[src/rtl/arb_pkg.sv]
// Shared types and constants for the CPU/host memory port arbiter.
package arb_pkg;

  typedef enum logic [1:0] {RUN, HOST, COOL} arbstate_t;

  localparam int CW = 8;

endpackage

[src/rtl/mem_port_arbiter_if.sv]
// Host loader/debug side of the shared memory port.
// Handshake: the host holds host_req; an access is accepted in any cycle where
// host_gnt=1 and host_valid=1. Reads return one cycle later on host_rvalid.
interface mem_port_arbiter_if #(parameter int AW = 32);
  logic          host_req;
  logic          host_gnt;
  logic          host_valid;
  logic          host_we;
  logic [AW-1:0] host_adr;
  logic [AW-1:0] host_wd;
  logic [AW-1:0] host_rdata;
  logic          host_rvalid;

  modport slave (
    input  host_req, host_valid, host_we, host_adr, host_wd,
    output host_gnt, host_rdata, host_rvalid
  );

  modport master (
    output host_req, host_valid, host_we, host_adr, host_wd,
    input  host_gnt, host_rdata, host_rvalid
  );
endinterface

[src/rtl/arb_fsm.sv]
// Arbiter control: RUN/HOST/COOL state, burst and cool-down counters,
// CPU clock enable and host grant.
module arb_fsm
  import arb_pkg::*;
#(
  parameter int MAX_BURST   = 16,
  parameter int COOL_CYCLES = 8
) (
  input  logic      clk,
  input  logic      reset,
  input  logic      host_req,
  input  logic      host_valid,
  input  logic      cpu_at_fetch,
  output arbstate_t state,
  output logic      cpu_en,
  output logic      host_gnt,
  output logic      halt_now
);

  localparam logic [CW-1:0] BURST_LAST = CW'(MAX_BURST - 1);
  localparam logic [CW-1:0] COOL_LOAD  = CW'(COOL_CYCLES - 1);

  arbstate_t     state_next;
  logic [CW-1:0] burst_cnt, burst_next;
  logic [CW-1:0] cool_cnt, cool_next;

  always_ff @(posedge clk, posedge reset) begin
    if (reset) begin
      state     <= RUN;
      burst_cnt <= '0;
      cool_cnt  <= '0;
    end else begin
      state     <= state_next;
      burst_cnt <= burst_next;
      cool_cnt  <= cool_next;
    end
  end

  always_comb begin
    state_next = state;
    burst_next = burst_cnt;
    cool_next  = cool_cnt;
    halt_now   = 1'b0;
    cpu_en     = 1'b1;
    host_gnt   = 1'b0;
    case (state)
      RUN: begin
        // Only stop the core at an instruction boundary; the suppressed edge
        // makes FETCH repeat once the core is released.
        if (host_req && cpu_at_fetch) begin
          halt_now   = 1'b1;
          cpu_en     = 1'b0;
          state_next = HOST;
          burst_next = '0;
        end
      end
      HOST: begin
        host_gnt = 1'b1;
        cpu_en   = 1'b0;
        if (host_valid && burst_cnt != BURST_LAST)
          burst_next = burst_cnt + 1'b1;
        if (!host_req || (host_valid && burst_cnt == BURST_LAST)) begin
          state_next = COOL;
          cool_next  = COOL_LOAD;
        end
      end
      COOL: begin
        if (cool_cnt == '0) state_next = RUN;
        else                cool_next  = cool_cnt - 1'b1;
      end
      default: state_next = RUN;
    endcase
  end

endmodule

[src/rtl/flopenr.sv]
// Enabled flop with asynchronous active-high reset.
module flopenr #(parameter int WIDTH = 8) (
  input  logic             clk,
  input  logic             reset,
  input  logic             en,
  input  logic [WIDTH-1:0] d,
  output logic [WIDTH-1:0] q
);
  always_ff @(posedge clk, posedge reset)
    if (reset)   q <= '0;
    else if (en) q <= d;
endmodule

[src/rtl/mux2.sv]
// Two-input multiplexer.
module mux2 #(parameter int WIDTH = 8) (
  input  logic [WIDTH-1:0] d0,
  input  logic [WIDTH-1:0] d1,
  input  logic             s,
  output logic [WIDTH-1:0] y
);
  assign y = s ? d1 : d0;
endmodule

[src/rtl/mem_port_arbiter.sv]
// Shares the core's unified memory port with a host loader/debug port by
// freezing the core at FETCH and muxing the port to the host for a burst.
module mem_port_arbiter
  import arb_pkg::*;
#(
  parameter int MAX_BURST   = 16,
  parameter int COOL_CYCLES = 8,
  parameter int AW          = 32
) (
  input  logic                clk,
  input  logic                reset,
  input  logic [AW-1:0]       cpu_adr,
  input  logic [AW-1:0]       cpu_wd,
  input  logic                cpu_we,
  output logic [AW-1:0]       cpu_rd,
  input  logic                cpu_at_fetch,
  output logic                cpu_en,
  mem_port_arbiter_if.slave   host,
  output logic [AW-1:0]       mem_adr,
  output logic [AW-1:0]       mem_wd,
  output logic                mem_we,
  input  logic [AW-1:0]       mem_rd,
  output arbstate_t           dbg_state
);

  logic gnt;
  logic halt_now;
  logic rd_fire;

  arb_fsm #(.MAX_BURST(MAX_BURST), .COOL_CYCLES(COOL_CYCLES)) u_fsm (
    .clk          (clk),
    .reset        (reset),
    .host_req     (host.host_req),
    .host_valid   (host.host_valid),
    .cpu_at_fetch (cpu_at_fetch),
    .state        (dbg_state),
    .cpu_en       (cpu_en),
    .host_gnt     (gnt),
    .halt_now     (halt_now)
  );

  assign host.host_gnt = gnt;

  mux2 #(.WIDTH(AW)) u_adr_mux (.d0(cpu_adr), .d1(host.host_adr), .s(gnt), .y(mem_adr));
  mux2 #(.WIDTH(AW)) u_wd_mux  (.d0(cpu_wd),  .d1(host.host_wd),  .s(gnt), .y(mem_wd));

  // The halt cycle leaves the port idle so the frozen FETCH has no side effect.
  always_comb begin
    mem_we = cpu_we & ~halt_now;
    if (gnt) mem_we = host.host_valid & host.host_we;
  end

  assign cpu_rd  = mem_rd;
  assign rd_fire = gnt & host.host_valid & ~host.host_we;

  flopenr #(.WIDTH(AW)) u_rdata (
    .clk   (clk),
    .reset (reset),
    .en    (rd_fire),
    .d     (mem_rd),
    .q     (host.host_rdata)
  );

  always_ff @(posedge clk, posedge reset)
    if (reset) host.host_rvalid <= 1'b0;
    else       host.host_rvalid <= rd_fire;

endmodule
[src/flat_wrapper.sv]
// flat-port wrapper written by rule: the top's interface ports become plain ports
module mem_port_arbiter_flat import arb_pkg::*;
#(
  parameter int MAX_BURST   = 16,
  parameter int COOL_CYCLES = 8,
  parameter int AW          = 32
)
  (clk, reset, cpu_adr, cpu_wd, cpu_we, cpu_rd, cpu_at_fetch, cpu_en, mem_adr, mem_wd, mem_we, mem_rd, dbg_state, host_host_req, host_host_valid, host_host_we, host_host_adr, host_host_wd, host_host_gnt, host_host_rdata, host_host_rvalid);
  mem_port_arbiter_if #(.AW(AW)) host_i ();
  input  logic clk;
  input  logic reset;
  input  logic [AW-1:0] cpu_adr;
  input  logic [AW-1:0] cpu_wd;
  input  logic cpu_we;
  output logic [AW-1:0] cpu_rd;
  input  logic cpu_at_fetch;
  output logic cpu_en;
  output logic [AW-1:0] mem_adr;
  output logic [AW-1:0] mem_wd;
  output logic mem_we;
  input  logic [AW-1:0] mem_rd;
  output arbstate_t dbg_state;
  input wire logic [$bits(host_i.host_req)-1:0] host_host_req;
  input wire logic [$bits(host_i.host_valid)-1:0] host_host_valid;
  input wire logic [$bits(host_i.host_we)-1:0] host_host_we;
  input wire logic [$bits(host_i.host_adr)-1:0] host_host_adr;
  input wire logic [$bits(host_i.host_wd)-1:0] host_host_wd;
  output wire logic [$bits(host_i.host_gnt)-1:0] host_host_gnt;
  output wire logic [$bits(host_i.host_rdata)-1:0] host_host_rdata;
  output wire logic [$bits(host_i.host_rvalid)-1:0] host_host_rvalid;
  assign host_i.host_req = host_host_req;
  assign host_i.host_valid = host_host_valid;
  assign host_i.host_we = host_host_we;
  assign host_i.host_adr = host_host_adr;
  assign host_i.host_wd = host_host_wd;
  assign host_host_gnt = host_i.host_gnt;
  assign host_host_rdata = host_i.host_rdata;
  assign host_host_rvalid = host_i.host_rvalid;
  mem_port_arbiter #(.MAX_BURST(MAX_BURST), .COOL_CYCLES(COOL_CYCLES), .AW(AW)) u_core (.clk(clk), .reset(reset), .cpu_adr(cpu_adr), .cpu_wd(cpu_wd), .cpu_we(cpu_we), .cpu_rd(cpu_rd), .cpu_at_fetch(cpu_at_fetch), .cpu_en(cpu_en), .host(host_i), .mem_adr(mem_adr), .mem_wd(mem_wd), .mem_we(mem_we), .mem_rd(mem_rd), .dbg_state(dbg_state));
endmodule
[config.mk]
export PLATFORM = sky130hd
export DESIGN_NAME = mem_port_arbiter_flat
export DESIGN_NICKNAME = d
export VERILOG_FILES = /design/src/rtl/arb_pkg.sv /design/src/rtl/mem_port_arbiter_if.sv /design/src/rtl/arb_fsm.sv /design/src/rtl/flopenr.sv /design/src/rtl/mux2.sv /design/src/rtl/mem_port_arbiter.sv /design/src/flat_wrapper.sv
export SDC_FILE = /design/constraint.sdc
export NUM_CORES = 1
export LEC_CHECK = 0
export BUFFER_PORTS_ARGS = -buffer_cell sky130_fd_sc_hd__clkbuf_2
export CAP_MARGIN = 0
export CORE_AREA = 2 2 115 117
export DETAILED_ROUTE_END_ITERATION = 10
export DIE_AREA = 0 0 117 119
export PLACE_DENSITY_LB_ADDON = 0.1
export SLEW_MARGIN = 20
export SYNTH_ARGS = -nofsm -noshare
export SYNTH_HDL_FRONTEND = slang
export SYNTH_SLANG_ARGS = --single-unit
[constraint.sdc]
create_clock -name clk -period 5.34 [get_ports clk]
set_input_delay 0.801 -clock clk [delete_from_list [all_inputs] [get_ports clk]]
set_output_delay 0.801 -clock clk [all_outputs]
set_load 0.01 [all_outputs]
==> flow_metrics.py <==
metrics = {
    "run_status": {
        "status": "complete, no violations",
    },
    "logic_synthesis": {
        "ys.flop_type": "dfrtp_1",
        "ys_async_sr_fraction_pct": 100,
        "synth.area.mux_share_pct": 11.0,
        "syn-cell-area_um2": 3260,
        "synth.avg_cell_area_um2": 7.86,
        "synth-compound-area-share_pct": 7.06,
        "syn_nets": 585,
        "synthXorXnorAreaFrac_pct": 0.537,
        "synth_edf_count": 0,
        "ys_types": 47,
        "yosys.area_share.simple_pct": 30.5,
        "ys_seq_area_share_pct": 39.1,
        "synth_warnings": 0,
        "synth_top_family_by_area": "simple AND/OR/NAND/NOR gates",
        "synth_fa_ha_area_share_pct": 1.15,
        "ys_seq_elements": 51,
        "syn_inst": 415,
    },
    "power_and_ir_drop": {
        "leakage_nw": 2.88,
        "powerDensity_nw_per_um2": 412,
        "vdd_drop_max_mv": 0.121,
        "p_total_mw": 2.00,
    },
    "sta": {
        "slew_viol_final": 0,
        "tns_ns": 0,
        "period_share_pct": 63.6,
        "fin_ws_ns": 1.94,
        "hold_viol": 0,
        "rsz0062_at_grt": "false",
        "fmax_mhz": 294,
        "min_period_ns": 3.40,
        "fin_skew_ns": 0.00397,
        "relSlewSlack_pct": 55.2,
        "hold_ws_ns": 0.504,
        "worst_slew_pin_slew_ns": 0.673,
        "setup_violations": 0,
    },
    "critical_path": {
        "crit_type": "flip-flop to output port",
        "arrival_ns": 2.60,
        "max_stage_delay_ns": 0.54,
        "endpoint_kind": "output port",
        "cpMaxStageDelayCell": "inv_2",
        "reg2reg_from": "u_core.u_fsm.state[1]$_DFFE_PP0P_",
        "crit_chain": "nand2b_4 > inv_2 > buf_4 > nand2_1 > nand2_1 > clkbuf_2",
        "crit_top_cell": "nand2_1",
        "timing.rr.end": "u_core.u_rdata.q[9]$_DFFE_PP0P_",
        "rr_worst_depth": 6,
        "worstPathRequired_ns": 4.54,
        "setup.worst_path.start_class": "flip-flop",
        "cp_max_fo": 66,
        "r2r_slack_ns": 2.27,
    },
    "cts": {
        "clk_pin_slew_ns": 0.07,
        "cts.sinks": 51,
        "clockBufferDepth": 2,
        "cts-root-buf": "clkbuf_16",
        "clock_latency_ns": 0.29,
        "cts_tree": "yes",
        "cts_setup_buffers": 0,
        "cts_buffers": 5,
        "cts_resized": 0,
        "ctsHoldBuffers": 0,
        "h-tree-depth": 2,
    },
    "floorplanning": {
        "top_level_ports": 301,
        "initial_utilization_pct": 25.3,
        "dieArea_um2": 13900,
        "num_rows": 42,
        "die_w_um": 117,
        "coreArea_um2": 12900,
        "die_y_um": 119,
    },
    "placement": {
        "gp_congestion": 0.916,
        "place_area_um2": 4680,
        "post-place-ws_ns": 2.17,
        "port_buffers": 300,
        "hpwl_um": 9510,
    },
    "global_route": {
        "grtUsageTotal_pct": 15.8,
        "grt_pass1_vias": 3326,
        "overflow": 0,
        "grt_use_met3_pct": 5.19,
        "use_met1_pct": 18.5,
        "grt_busiest_layer": "met2",
        "antenna_found_initial": 0,
        "grt_max_degree": 67,
        "met2_usage_pct": 26.6,
        "grt_pass1_wl_um": 17100,
    },
    "detailed_routing": {
        "wl_per_cell_um": 13.4,
        "num_vias": 3646,
        "drt_wl_total_um": 11400,
        "drtIter0Drc": 110,
        "viasPerCell": 4.28,
        "ant_nets": 0,
        "first_pass_iters": 4,
        "drc": 0,
    },
    "worst_hold_path": {
        "min_path_type": "flip-flop to flip-flop",
        "holdPathEnd": "u_core.u_fsm.burst_cnt[7]$_DFFE_PP0P_",
        "hold_start": "u_core.u_fsm.burst_cnt[7]$_DFFE_PP0P_",
        "hold_depth": 1,
    },
    "cells_and_area": {
        "stdcell_area_um2": 4840,
        "n_fill_cell": 1390,
        "diodes": 0,
        "nets": 844,
        "areaGrowthSynthToFinish_pct": 48.3,
        "layout-drive-gt1-share_pct": 52.6,
    },
    "flow_run": {
        "max_cap_violations": 0,
    },
}
## logic make-up after synthesis
| logic type | count (synthesis) |
|---|---|
| DFF | 51 |
| adders and majority gates | 3 |
| AOI/OAI and AO/OA | 31 |
| buffers and inverters | 57 |
| and+or+nand+nor | 239 |
| xor gates and xnor gates | 2 |
| muxes | 32 |
## power by group
| group | total, mW | switching (mW) | internal [mW] |
|---|---|---|---|
| Combinational | 1.03 | 0.586 | 0.443 |
| Sequential | 0.641 | 0.103 | 0.539 |
| Clock | 0.325 | 0.138 | 0.187 |
| Total | 2.00 | 0.826 | 1.17 |
## metrics by stage
stage	util, %	cells
after floorplan	-	415
after global placement	36.4	843
after detailed placement	36.4	843
after CTS	37.6	851
after global routing	37.6	851
final	37.6	851
## cell usage after synthesis (2+ instances only)
cell type | n | share of area, %
nor4b_1 | 2 | 0.54
buf_4 | 35 | 8.1
a21oi_1 | 7 | 1.1
dfrtp_1 | 51 | 39
inv_1 | 5 | 0.58
mux2_2 | 32 | 11
clkbuf_1 | 15 | 1.7
or3_1 | 2 | 0.38
o211ai_1 | 3 | 0.69
xor2_1 | 2 | 0.54
nand2_1 | 202 | 23
nand3_1 | 6 | 0.92
nor2_1 | 4 | 0.46
and3_1 | 2 | 0.38
o31ai_1 | 3 | 0.69
ha_1 | 3 | 1.2
nand4_1 | 2 | 0.38
o21ai_0 | 6 | 0.92
nor3_1 | 4 | 0.61
or2_2 | 2 | 0.38
## cells in the final DEF, fill, tap and decap left out, drive strengths merged, types with 2 or more instances in the layout
cell	instances
nand4	2
mux2	32
nor3	4
buf	3
or3	2
and2	2
o21ai	7
o211ai	3
nand2b	2
xor2	2
nor2	5
nand2	203
o31ai	4
inv	6
nand3	6
nor4b	2
ha	3
or2	2
and3	2
dfrtp	51
a21oi	7
a31o	2
clkbuf	306
or4	2
## worst max path at each step
stage / from / end
after CTS: u_core.u_fsm.state[1]$_DFFE_PP0P_ / mem_wd[0]
after detailed placement: u_core.u_fsm.state[1]$_DFFE_PP0P_ / u_core.u_rdata.q[9]$_DFFE_PP0P_
after global routing: u_core.u_fsm.state[1]$_DFFE_PP0P_ / mem_wd[24]
after global placement: u_core.u_fsm.state[1]$_DFFE_PP0P_ / mem_wd[26]
final: u_core.u_fsm.state[1]$_DFFE_PP0P_ / mem_wd[24]
after floorplan: u_core.u_fsm.state[1]$_DFFE_PP0P_ / mem_wd[14]
## sequential cells by signal, summed over array words and instances (netlist names)
register	cells
u_core.u_rdata.q	32
u_core.u_fsm.state	2
u_core.u_fsm.cool_cnt	8
u_core.host.host_rvalid	1
u_core.u_fsm.burst_cnt	8
## area by class of cell
type	instances	area, µm²	share of cell area (%)
inverter	6	22.5	0.465
clock buffer	6	139	2.87
sequential	51	1280	26.4
timing repair buffer	303	1520	31.5
tap	176	220	4.55
multi-input combinational	307	1640	33.9
clock inverter	2	16.3	0.336
## metal layers
layer | wire length, µm | up-vias
met4 | 267 | 0
met2 | 5560 | 178
met1 | 4460 | 1612
met3 | 1120 | 15
met5 | 0 | -
li1 | - | 1841
## worst max-delay path: cells and delay by family, from the launching register on
| kind | cells | cell delay, ns |
|---|---|---|
| buffers and inverters | 3 | 1.15 |
| and+or+nand+nor | 3 | 0.66 |
| DFF | 1 | 0.45 |
(Power assumes the default switching activity.)
